==> src/rtl/fp_sigmul_iter.sv <==
// Iterative radix-4 Booth significand multiplier with carry-save accumulation and a final resolve add.
// Optional early termination on an all-zero multiplier tail: define FP_SIGMUL_EARLY_TERM_EN.
module fp_sigmul_iter #(
  parameter int unsigned sig_width = 23
) (
  input  logic               clk,
  input  logic               resetn,
  input  logic               enable,
  input  logic               start,
  input  logic [sig_width:0] a,
  input  logic [sig_width:0] b,
  output logic               busy,
  output logic               done,
  output logic [sig_width:0] product,
  output logic               norm_shift,
  output logic               guard_bit,
  output logic               round_bit,
  output logic               sticky_bit
);

  localparam int unsigned DIGITS = (sig_width + 3) / 2;
  localparam int unsigned AW     = 2 * sig_width + 4;
  localparam int unsigned MRW    = sig_width + 3;
  localparam int unsigned PW     = 2 * sig_width + 2;
  localparam int unsigned CW     = $clog2(DIGITS + 1);

  localparam logic [1:0] S_IDLE    = 2'd0;
  localparam logic [1:0] S_ITER    = 2'd1;
  localparam logic [1:0] S_RESOLVE = 2'd2;

  logic [1:0]       state;
  logic [AW-1:0]    md, sum_q, carry_q;
  logic [MRW-1:0]   mr;
  logic [CW-1:0]    cnt;

  logic [AW-1:0]    pp, maj, sum_d, carry_d;
  logic             neg;
  logic [MRW-1:0]   mr_next;
  logic             last_digit;
  logic [PW-1:0]    p;
  logic             ns_d, g_d, r_d, s_d;
  logic [sig_width:0] prod_d;

  assign busy = (state == S_ITER) || (state == S_RESOLVE);

  // Negative digits use the one's complement here; the +1 rides in carry bit 0,
  // which is always free because the CSA carry vector is shifted left.
  always_comb begin
    pp  = '0;
    neg = 1'b0;
    case (mr[2:0])
      3'b001, 3'b010: pp = md;
      3'b011:         pp = md << 1;
      3'b100: begin
        pp  = ~(md << 1);
        neg = 1'b1;
      end
      3'b101, 3'b110: begin
        pp  = ~md;
        neg = 1'b1;
      end
      default: pp = '0;
    endcase
    maj     = (sum_q & carry_q) | (sum_q & pp) | (carry_q & pp);
    sum_d   = sum_q ^ carry_q ^ pp;
    carry_d = {maj[AW-2:0], neg};
    mr_next = mr >> 2;
  end

`ifdef FP_SIGMUL_EARLY_TERM_EN
  assign last_digit = (cnt == CW'(DIGITS - 1)) || (mr_next == '0);
`else
  assign last_digit = (cnt == CW'(DIGITS - 1));
`endif

  always_comb begin
    p    = sum_q[PW-1:0] + carry_q[PW-1:0];
    ns_d = p[PW-1];
    if (ns_d) begin
      prod_d = p[PW-1 -: sig_width+1];
      g_d    = p[sig_width];
      r_d    = p[sig_width-1];
      s_d    = |p[sig_width-2:0];
    end else begin
      prod_d = p[PW-2 -: sig_width+1];
      g_d    = p[sig_width-1];
      r_d    = p[sig_width-2];
      s_d    = |p[sig_width-3:0];
    end
  end

  always_ff @(posedge clk or negedge resetn) begin
    if (!resetn) begin
      state      <= S_IDLE;
      md         <= '0;
      mr         <= '0;
      sum_q      <= '0;
      carry_q    <= '0;
      cnt        <= '0;
      done       <= 1'b0;
      product    <= '0;
      norm_shift <= 1'b0;
      guard_bit  <= 1'b0;
      round_bit  <= 1'b0;
      sticky_bit <= 1'b0;
    end else if (enable) begin
      done <= 1'b0;
      case (state)
        S_IDLE: begin
          if (start) begin
            md      <= AW'(a);
            mr      <= {1'b0, b, 1'b0};
            sum_q   <= '0;
            carry_q <= '0;
            cnt     <= '0;
            state   <= S_ITER;
          end
        end
        S_ITER: begin
          sum_q   <= sum_d;
          carry_q <= carry_d;
          md      <= md << 2;
          mr      <= mr_next;
          cnt     <= cnt + CW'(1);
          if (last_digit) state <= S_RESOLVE;
        end
        S_RESOLVE: begin
          product    <= prod_d;
          norm_shift <= ns_d;
          guard_bit  <= g_d;
          round_bit  <= r_d;
          sticky_bit <= s_d;
          done       <= 1'b1;
          state      <= S_IDLE;
        end
        default: state <= S_IDLE;
      endcase
    end
  end

endmodule

==> config.mk <==
export PLATFORM = sky130hd
export DESIGN_NAME = fp_sigmul_iter
export DESIGN_NICKNAME = d
export VERILOG_FILES = /design/src/rtl/fp_sigmul_iter.sv
export SDC_FILE = /design/constraint.sdc
export NUM_CORES = 1
export LEC_CHECK = 0
export ABC_AREA = 1
export CAP_MARGIN = 20
export CORE_MARGIN = 1.5
export CORE_UTILIZATION = 50
export CTS_BUF_LIST = sky130_fd_sc_hd__clkbuf_2 sky130_fd_sc_hd__clkbuf_4 sky130_fd_sc_hd__clkbuf_8
export DETAILED_ROUTE_END_ITERATION = 10
export MAX_ROUTING_LAYER = met4
export PLACE_DENSITY = 0.69
export SYNTH_ARGS = -nofsm -noshare
export SYNTH_HDL_FRONTEND = slang
export SYNTH_SLANG_ARGS = --single-unit
==> constraint.sdc <==
create_clock -name clk -period 2.6 [get_ports clk]
set_input_delay 0.26 -clock clk [delete_from_list [all_inputs] [get_ports clk]]
set_output_delay 0.26 -clock clk [all_outputs]
set_load 0.1 [all_outputs]
==> results of run 1 <==
-- kinds of logic after synthesis --
group / count (synthesis)
fa+ha+maj: 100
compound gates: 365
xor+xnor: 12
flops: 204
simple gates: 706
buf+inv: 340
-- metrics by stage --
| stage | util, % | hold WS [ns] | setup WS [ns] |
|---|---|---|---|
| after global routing | 58.62 | 0.3041 | -0.004803 |
| final | 58.62 | 0.2721 | 0.1943 |
| after floorplan | - | -0.03559 | 0.4366 |
| after CTS | 58.39 | 0.2678 | 0.06840 |
| after global placement | 55.63 | 0.2717 | 0.1400 |
| after detailed placement | 55.63 | 0.2814 | 0.06134 |
-- final cells by class --
| type | instances | area, um^2 | area share, % |
|---|---|---|---|
| Multi-Input combinational cell | 1183 | 7153 | 45.66 |
| Inverter | 271 | 1022 | 6.525 |
| Clock inverter | 6 | 35.03 | 0.2236 |
| Clock buffer | 54 | 693.2 | 4.424 |
| Sequential cell | 204 | 5105 | 32.58 |
| Antenna cell | 1 | 2.502 | 0.01597 |
| Tap cell | 341 | 426.7 | 2.723 |
| Timing Repair Buffer | 126 | 1230 | 7.850 |
-- cells in the final DEF, fill, tap and decap left out, types with 11 or more instances in the layout --
cell,netlist,final
nor2_1,111,107
clkdlybuf4s50_1,0,50
fa_1,48,48
nand3_1,100,100
dfrtp_1,204,204
buf_12,0,12
buf_4,1,62
o22ai_1,157,157
nand2_2,15,20
o21ai_0,44,43
a21oi_1,53,52
nand4_1,15,15
nand2_1,427,422
a221oi_1,46,46
clkbuf_8,0,47
o221ai_1,21,21
a22oi_1,11,11
inv_1,266,264
ha_1,52,50
-- registers in the layout, indices dropped and copies added, names as in the netlist, 2 cells and up --
name     count
carry_q     48
cnt          4
md          48
mr          25
product     24
state        2
sum_q       48
-- worst min path at each step --
stage	cells after the start	startpoint	endpoint
final	2	resetn	carry_q[3]
after global routing	2	resetn	carry_q[3]
after CTS	3	a[6]	md[6]
after detailed placement	1	resetn	carry_q[3]
after global placement	1	resetn	carry_q[3]
after floorplan	0	resetn	carry_q[0]
-- timing repair --
action	4_1_cts	5_1_grt
resized for setup	0	11
hold endpoints to repair	58	0
hold buffers	1	0
setup buffers	0	3
endpoints found under the setup margin	0	20
-- power groups by stage --
| stage | combinational, uW | clock (uW) | sequential (uW) |
|---|---|---|---|
| after global routing | 9990 | 3240 | 4960 |
| after floorplan | 5440 | 0 | 5630 |
| final | 8940 | 3010 | 4820 |
| after detailed placement | 8820 | 0 | 4870 |
| after CTS | 8870 | 3100 | 4820 |
| after global placement | 8610 | 0 | 4830 |
-- worst max-delay path: stages (launching register included) --
cell	delay, ns
dfrtp_1	0.39
ha_1	0.41
nand2_1	0.14
nor2_1	0.24
nand2_1	0.14
nor2_2	0.14
nand3_2	0.12
nand3_2	0.11
nand2_2	0.06
nand2_4	0.18
buf_4	0.19
nand3_1	0.11
nand3_2	0.12
-- routing by layer --
metal  up-vias  share of wire [%]  wire (um)  GRT usage (%)
met5         -                  0          0              -
met4         0                2.0        711          6.580
met3        48                6.3       2276          4.372
met2       369                 44      15820          40.71
met1      5804                 48      17100          38.89
li1       6005                  -          -              -
==> metrics.txt, run 1 <==
Initial Utilization 50.64%; Ports 82; Num Clock Sinks 204; FMAX 415.7 MHz; most frequent cell after synthesis nand2_1; area grow syn2layout 15.77%; CTS tree done; Clk Latency, worst-skew pair ~0.54 ns; sw frac 46.65%; Critical Path RT around 3 ns; Final Cycle Share 92.53%; first-pass GRT wire length around 60,000 um; Post-Syn Area 0.01353 mm^2; Final Max Slew Viols 0; Synth Area in Simple Gates 22.25%; final hold viol count 0; Combinational Power Share between 50% and 60%; share of synthesized registers carrying an async set or reset 100.0%; Rows 60; Placed Cells 2,121; Startpoint Class flip-flop; Finished Cell Area 0.01567 mm^2; Synth Area in Compound Gates 17.65%; routability cong. ~0.95; Synth cell types 49; Most used DFF post-synth dfrtp_1; GR Util All Layers 27.25%; Clk pwr share 18.0%; synth top area cells dfrtp_1, nand2_1, inv_1; final setup fails 0; core region area 0.02673 mm^2; reg2reg end product[15]; FF-to-FF path depth 12; post-synthesis adder-cell area fraction between 10% and 20%; XOR/XNOR Fraction of Synth Area 0.7766%; Worst Clk Skew a little over 0.03 ns; total global routing overflow 0; PD cells 1071 mW/mm^2; share of cells above drive strength 1 about a tenth; Die X 167.5 um; actual slew at the worst max-slew pin 0.8920 ns; critical path launch point carry_q[18]; Routed WL 35,900 um; post-route insts no fill 2,186; Fillers 2,507; Synth area leader dfrtp_1; share of the synthesized area in the top cell type 37.72%; minimum clock period 2.406 ns; drt pass-1 iters 6; synthesized instance count 1,727; HPWL Detailed 27,360 um; via/cell ratio about 5.6; net switching power 7830 uW; Layout Nets 1,975; detailed router's first-iteration violation count slightly above 900; pin count of the biggest net entering global routing 66; synth cell count leaders nand2_1, inv_1, dfrtp_1, o22ai_1, nor2_1; sequential area share after synthesis 37.72%; crit-path max FO 12; Slew headroom ~40%; reg2reg setup slack 0.19 ns; crit path kind reg2reg; Routed WL per cell 16.42 um; clock buffer depth 3; RR Startpoint carry_q[18]; mux cell area share after synthesis 0%; number of synthesized flops with an enable pin 0; number of max-cap violations 0; peak supply drop 0.001013 V; DRC 0; Mean Syn Cell Area 7.836 um^2; H-tree depth 2; clock transition at the registers of the reported paths 0.06 ns; die area roughly 0.028 mm^2; P_int 8953 uW; crit path to product[15]; via count 12,230; Fin Setup TNS 0 ns; Synth Register Bits 204; total power between 15,000 and 20,000 uW; antenna violations before repair 1; syn nets 1,879; dpl cell area 0.01487 mm^2; sequential share of power between 20 and 30%; CTS Buf Count 37; Final ANT Viol Nets 0; worst hold path type in2async; vias in the first global route 11,790; largest family of logic cells by synthesized area simple AND/OR/NAND/NOR gates; CTS Root Cell clkbuf_8; yosys warns 0; crit path capture type flip-flop; leak pwr just over 0.007 uW; crit path DAT 2.88 ns; Buffers on Ports 81; DIE HEIGHT 167.5 um; status completed
Note: power is estimated with default switching activity, not from simulation.
==> run 2: changes to the inputs <==
--- a/config.mk
+++ b/config.mk
@@ -7,12 +7,13 @@
 export LEC_CHECK = 0
 export ABC_AREA = 1
 export CAP_MARGIN = 20
-export CORE_MARGIN = 1.5
+export CORE_MARGIN = 8
 export CORE_UTILIZATION = 50
 export CTS_BUF_LIST = sky130_fd_sc_hd__clkbuf_2 sky130_fd_sc_hd__clkbuf_4 sky130_fd_sc_hd__clkbuf_8
 export DETAILED_ROUTE_END_ITERATION = 10
 export MAX_ROUTING_LAYER = met4
 export PLACE_DENSITY = 0.69
+export REMOVE_ABC_BUFFERS = 1
 export SYNTH_ARGS = -nofsm -noshare
 export SYNTH_HDL_FRONTEND = slang
 export SYNTH_SLANG_ARGS = --single-unit
==> metrics.txt, run 2 (synthesized netlist as in run 1, its figures left out) <==
status completed; dpl cell area about 0.015 mm^2; Die X 180.5 um; Hold Path Sink md[6]; FMAX ~400 MHz; Ports slightly above 80; net switching power between 7000 and 8000 uW; CTS Root Cell clkbuf_8; reg2reg setup slack ~0.11 ns; peak supply drop about 0.00094 V; diode count 0; final hold viol count 0; H-tree depth 2; pin count of the biggest net entering global routing 78; Buffers on Ports 81; Final ANT Viol Nets 0; vias in the first global route 12,210; PD cells 1078 mW/mm^2; drt pass-1 iters 8; FF-to-FF path depth 9; share of cells above drive strength 1 roughly 11%; Fillers approximately 2,500; Combinational Power Share 53.3%; minimum clock period about 2.5 ns; hold depth 3; number of max-cap violations 0; Routed WL per cell 16.75 um; RR Startpoint mr[1]; worst hold path type in2reg; core region area 0.02680 mm^2; Routed WL 36,710 um; Slew headroom a little over half; via count 12,250; HPWL Detailed roughly 28,000 um; area grow syn2layout 16.12%; GR Util All Layers 23.34%; CTS tree done; total global routing overflow 0; DRC 0; Largest regs carry_q x48, md x48, sum_q x48; Finished Cell Area 0.01572 mm^2; P_int 9036 uW; flip-flop and latch area ~0.0051 mm^2; sw frac a little under half; Startpoint Class flip-flop; first-pass GRT wire length 61,700 um; crit-path max FO 47; Num Clock Sinks a little over 200; leak pwr 0.007286 uW; multi-input logic area 0.007164 mm^2; sequential share of power 28.6%; via/cell ratio 5.589; Final Max Slew Viols 0; die area roughly 0.033 mm^2; Clk pwr share 18.1%; antenna violations before repair 0; final setup fails 0; most common cell after layout, fill and taps aside nand2_1; CTS Buf Count 37; Clk Latency, worst-skew pair 0.55 ns; actual slew at the worst max-slew pin 0.6973 ns; crit path kind reg2reg; Worst Clk Skew between 0.02 and 0.03 ns; routability cong. 0.9279; Critical Path RT 3.07 ns; DIE HEIGHT around 180 um; clock transition at the registers of the reported paths 0.06 ns; Rows 60; worst hold start a[6]; worst hold margin approximately 0.27 ns; Initial Utilization 50.49%; Final Cycle Share 95.59%; clock buffer depth 3; crit path capture type flip-flop; Layout Nets ~2,000; most frequent cells in the layout nand2_1, inv_1, dfrtp_1, o22ai_1, nor2_1; reg2reg end sum_q[1]; RSZ-0062 raised after global routing no; detailed router's first-iteration violation count 850; crit path DAT 2.96 ns
## run 2: changes by cell type in the layout (fill, tap and decap cells not counted), moves of 2 or more
cell / change
a21oi_1: -3
ha_2: +3
clkbuf_4: +5
nand2_1: +3
clkinv_2: -3
clkbuf_8: -6
nand2_2: -3
ha_1: -3
a21oi_2: +3
clkinvlp_4: -2
buf_4: +9
## run 2: worst max path at each step
stage | from | slack, ns | cells past startpoint | to
2_1_floorplan | state[0] | -1.06 | 8 | mr[10]
3_3_place_gp | sum_q[0] | 0.19 | 17 | product[14]
3_5_place_dp | sum_q[0] | 0.09 | 15 | guard_bit
4_1_cts | sum_q[0] | 0.08 | 15 | guard_bit
5_1_grt | sum_q[2] | 0.01 | 16 | product[3]
6_report | mr[1] | 0.11 | 9 | sum_q[1]
## run 2: power by group through the flow
stage | logic [uW] | clock network, uW | registers [uW]
floorplan | 5220 | 0 | 5630
detailed placement | 8840 | 0 | 4890
global route | 10100 | 3280 | 4980
CTS | 8900 | 3140 | 4840
global placement | 8640 | 0 | 4850
finish | 9030 | 3070 | 4850
## run 2: timing repair
item                                    in CTS  in global routing
setup buffers                                0                  8
endpoints found under the setup margin       0                 22
endpoints found under the hold margin       72                  0
resized for setup                            0                 14
hold buffers                                 1                  0
## run 2: cell type report
type                    count  area share, %
well taps                 341          2.715
inverters                 271          6.505
multi-input cells        1183          45.59
repair buffers            134          8.129
clock inverters             5         0.4538
flip-flops and latches    204          32.48
clock buffers              53          4.124
## run 2: critical path, cell delays in order (launching register included)
cell and delay, ns:
dfrtp_1 0.41, nor2_1 0.24, nor2_1 0.10, inv_1 0.10, buf_12 0.23, o22ai_1 0.10
a221oi_1 0.44, buf_4 0.20, fa_1 0.40, o22ai_1 0.17
## run 2: metrics by stage
stage	utilization, %	worst slack [ns]	instances	power, uW	TNS, ns
after floorplan	-	-1.061	1658	10850	-139.07
after global placement	55.54	0.1874	2124	13490	0
after detailed placement	55.54	0.09335	2124	13730	0
after CTS	58.26	0.08450	2183	16890	0
after global routing	58.64	0.01152	2191	18320	0
final	58.64	0.1146	2191	16950	0
## run 2: per-layer routing
metal  global-route usage [%]  vias to the layer above  part of all wire, %  wire length [um]
met2                    34.85                      333                   44             16250
li1                         -                     6010                    -                 -
met1                    32.95                     5834                   48             17670
met5                        -                        -                    0                 0
met4                    6.978                        0                  2.6               938
met3                    2.802                       68                  5.0              1843
==> patch 1 (settings of run 1) <==
`sig_width`: 23 -> 19.
--- a/src/rtl/fp_sigmul_iter.sv
+++ b/src/rtl/fp_sigmul_iter.sv
@@ -1,7 +1,7 @@
 // Iterative radix-4 Booth significand multiplier with carry-save accumulation and a final resolve add.
 // Optional early termination on an all-zero multiplier tail: define FP_SIGMUL_EARLY_TERM_EN.
 module fp_sigmul_iter #(
-  parameter int unsigned sig_width = 23
+  parameter int unsigned sig_width = 19
 ) (
   input  logic               clk,
   input  logic               resetn,
Interface: changed (resized a, b and product); port bits go from 82 to 70. No check against the original RTL was run, so the function may have changed too.
==> patch 1 against run 1 <==
Total power fell by 16%; first-iteration DRC count fell by 24%; count of clock-buffer cells in the layout fell by 35; setup slack got worse by 28 ps; final area fell by 18%; non-clock buffer count fell by 34; critical endpoint is now sum_q[4]; highest routed layer unchanged; routed wire length fell by 23%; via count fell by 17%; largest cell class unchanged; synthesized cell count fell by 13%; area after synthesis fell by 15%; sequential cell count fell by 32; sequential share of layout area rose by 0.94 points.
==> patch 1: results (changes against run 1) <==
grt_max_degree: 98  # +48%
clkTransAtPathRegs_ps: 100  # +40 ps
cellLeakagePower_nw: 6.22  # -14%
dpl.cell_count: 1825  # -14%
peakVddDrop_uv: 905  # -11%
place_area_um2: 12400  # -16%
num_vias: 10100  # -17%
drtPass1Iterations: 5  # -1
grtUsageMet2_pct: 39.7  # -1.0 points
synth_area_leaders: "dfrtp_1 (38%), nand2_1 (14%), inv_1 (8.6%), o22ai_1 (7.3%), fa_1 (7.0%)"
routed-wl-met3_mm: 1.19  # -48%
nNonClkBuffers: 92  # -27%
antenna_found_initial: 0  # -1
avgRoutedWirePerCell_um: 14.9  # -9.5%
seq_cells: 172  # -16%
portBuffers: 69  # -15%
ff_latch_area_um2: 4300  # -16%
p_int_mw: 7.08  # -21%
max-slew-margin-rel_pct: 44.0  # +3.6 points
layout-drive-gt1-share_pct: 6.87  # -3.8 points
instances_no_fill: 1858  # -15%
drt_iter0_markers: 703  # -24%
skew_ps: 21.3  # -9.82 ps
worstPathMaxFanout: 22  # +10
grtUsageMet1_pct: 35.4  # -3.5 points
fillCellCount: 2157  # -14%
drt-met1-wl_mm: 13.4  # -22%
multi_input_area_share_pct: 46.1  # +0.40 points
finalPower_mw: 14.1  # -16%
status: "completed"
r2r_end: "sum_q[4]"
clk-power_mw: 1.90  # -37%
numCtsBuffers: 17  # -54%
yosysUniqueCellTypes: 40  # -18%
-- patch 1: cell count changes after synthesis, moves of 8 or more --
cell / run 1 / this run
nand3_2: 10 / 2
o22ai_1: 157 / 133
nand4_1: 15 / 7
dfrtp_1: 204 / 172
clkbuf_1: 48 / 32
a21oi_1: 53 / 33
nand3_1: 100 / 87
ha_1: 52 / 44
nor2_1: 111 / 90
fa_1: 48 / 40
nand2_2: 15 / 7
o21ai_0: 44 / 30
-- patch 1: kinds of logic (layout without fill, tap and decap cells) --
family                   after synthesis  count (layout)  share of synthesized area, %
buffers and inverters                320             387                          10.9
AND/OR/NAND/NOR                      641             641                          22.9
flip-flops                           172             172                          37.6
AO/OA/AOI/OAI                        280             280                          16.2
adder cells (fa/ha/maj)               84              84                          11.8
XOR/XNOR                               9               9                         0.689
-- patch 1: timing repair --
| action | in CTS | in global routing |
|---|---|---|
| hold buffers | 1 | 0 |
| gates resized for setup | 0 | 2 |
| setup endpoints to repair | 0 | 9 |
| hold endpoints to repair | 70 | 0 |
==> patch 2 (config.mk and constraints of run 1) <==
Without the edit above. Make the reset (`resetn`) synchronous in one clocked block.
--- a/src/rtl/fp_sigmul_iter.sv
+++ b/src/rtl/fp_sigmul_iter.sv
@@ -89,7 +89,7 @@
     end
   end
 
-  always_ff @(posedge clk or negedge resetn) begin
+  always_ff @(posedge clk) begin
     if (!resetn) begin
       state      <= S_IDLE;
       md         <= '0;
Check against the original RTL: differs if resetn is asserted again (counterexample within 4 cycles, from zero or initial values and one cycle with resetn low); with resetn held inactive, the same outputs for 4 cycles.
==> patch 2 against run 1 <==
Final area grew 4.0%; routed wire length grew 9.3%; area after synthesis increased by 5.0%; setup slack better by 7.1 ps; critical path depth grew 6; non-clock buffer count shrank 6; sequential cell count is the same; highest routed layer unchanged.
Power is not compared: it rests on default switching activity, and its combinational part moved more than twofold at a synthesized area within 25%.
==> patch 2: results (changes against run 1) <==
status: "completed"
whs_ps: 279  # +6.45 ps
yosysUniqueCellTypes: 42  # -14%
fin_crit_ps: 2400  # -7.09 ps
worstPathMaxFanout: 4  # -8
grt_max_degree: 92  # +39%
dpl_worst_slack_ps: 30.5  # -30.8 ps
drt_iter0_markers: 956  # +3.1%
diodes: 0  # -1
hp-class: "primary input to register"
skew_ps: 22.9  # -8.28 ps
dp_hpwl_mm: 29.5  # +7.7%
critical_path_arrival_ps: 2830  # -50 ps
avgRoutedWirePerCell_um: 14.7  # -11%
syn_nets: 2366  # +26%
synth_common_cells: "nand2_1 (696), inv_1 (417), dfxtp_1 (204), nor2_1 (183), o22ai_1 (138)"
slowest_stage: "fa_1"
synthesis.instances: 2214  # +28%
ys_seq_area_share_pct: 28.7  # -9.0 points
grt_pass1_wl_mm: 64.9  # +7.9%
fillCellCount: 2739  # +9.3%
layout-drive-gt1-share_pct: 8.69  # -1.9 points
antenna_found_initial: 0  # -1
synth_top_cell_by_area: "dfxtp_1"
dpl.cell_count: 2618  # +23%
gp_congestion: 0.950  # -0.31%
place_area_um2: 15500  # +4.0%
synth_area_leaders: "dfxtp_1 (29%), nand2_1 (18%), inv_1 (11%), fa_1 (6.8%), o22ai_1 (6.1%)"
num_vias: 14000  # +14%
grt_use_total_pct: 28.3  # +1.1 points
async_reset_ff_share_pct: 0  # -100 points
max-slew-margin-rel_pct: 48.4  # +8.0 points
==> patch 2: logic make-up (layout without fill, tap and decap cells) <==
kind of cell | after synthesis | after routing | share of synthesized area (%)
fa+ha+maj | 100 | 100 | 11.3
simple gates | 1037 | 1037 | 29.9
flops | 204 | 204 | 28.7
compound gates | 342 | 342 | 15.1
xor+xnor | 12 | 12 | 0.740
buf+inv | 519 | 606 | 14.2
==> patch 2: timing repair <==
action / CTS / global route
setup buffers: 0 / 1
gates resized for setup: 1 / 20
pin swaps: 0 / 1
endpoints found under the setup margin: 1 / 29
==> patch 2: worst paths after layout <==
path | start | to | cells past startpoint
max reg2reg | carry_q[0] | sticky_bit | 18
max | carry_q[0] | sticky_bit | 18
min | b[22] | mr[23] | 3
min reg2reg | product[3] | product[3] | 2
==> patch 2: cell type report <==
cell class / count / area [µm²] / area share, %
sequential: 204 / 4090 / 25.1
clock buffer: 57 / 722 / 4.43
inverter: 426 / 1600 / 9.84
timing repair buffer: 120 / 1170 / 7.15
multi-input combinational: 1491 / 8210 / 50.4
tap: 378 / 473 / 2.90
clock inverter: 3 / 37.5 / 0.230
==> patch 2: layer usage <==
layer  global-route usage [%]  vias to the layer above  part of all wire (%)
met5                        -                        -                     0
met4                     7.36                        0                   2.1
met3                     3.75                       65                   5.6
met2                     42.3                      375                    43
met1                     40.1                     6416                    49
li1                         -                     7141                     -
==> patch 2: power breakdown <==
group | internal (mW) | switching (mW) | total [mW]
Sequential | 3.21 | 0.0824 | 3.29
Combinational | 0.360 | 0.615 | 0.975
Clock | 1.77 | 1.40 | 3.17
Total | 5.34 | 2.09 | 7.43
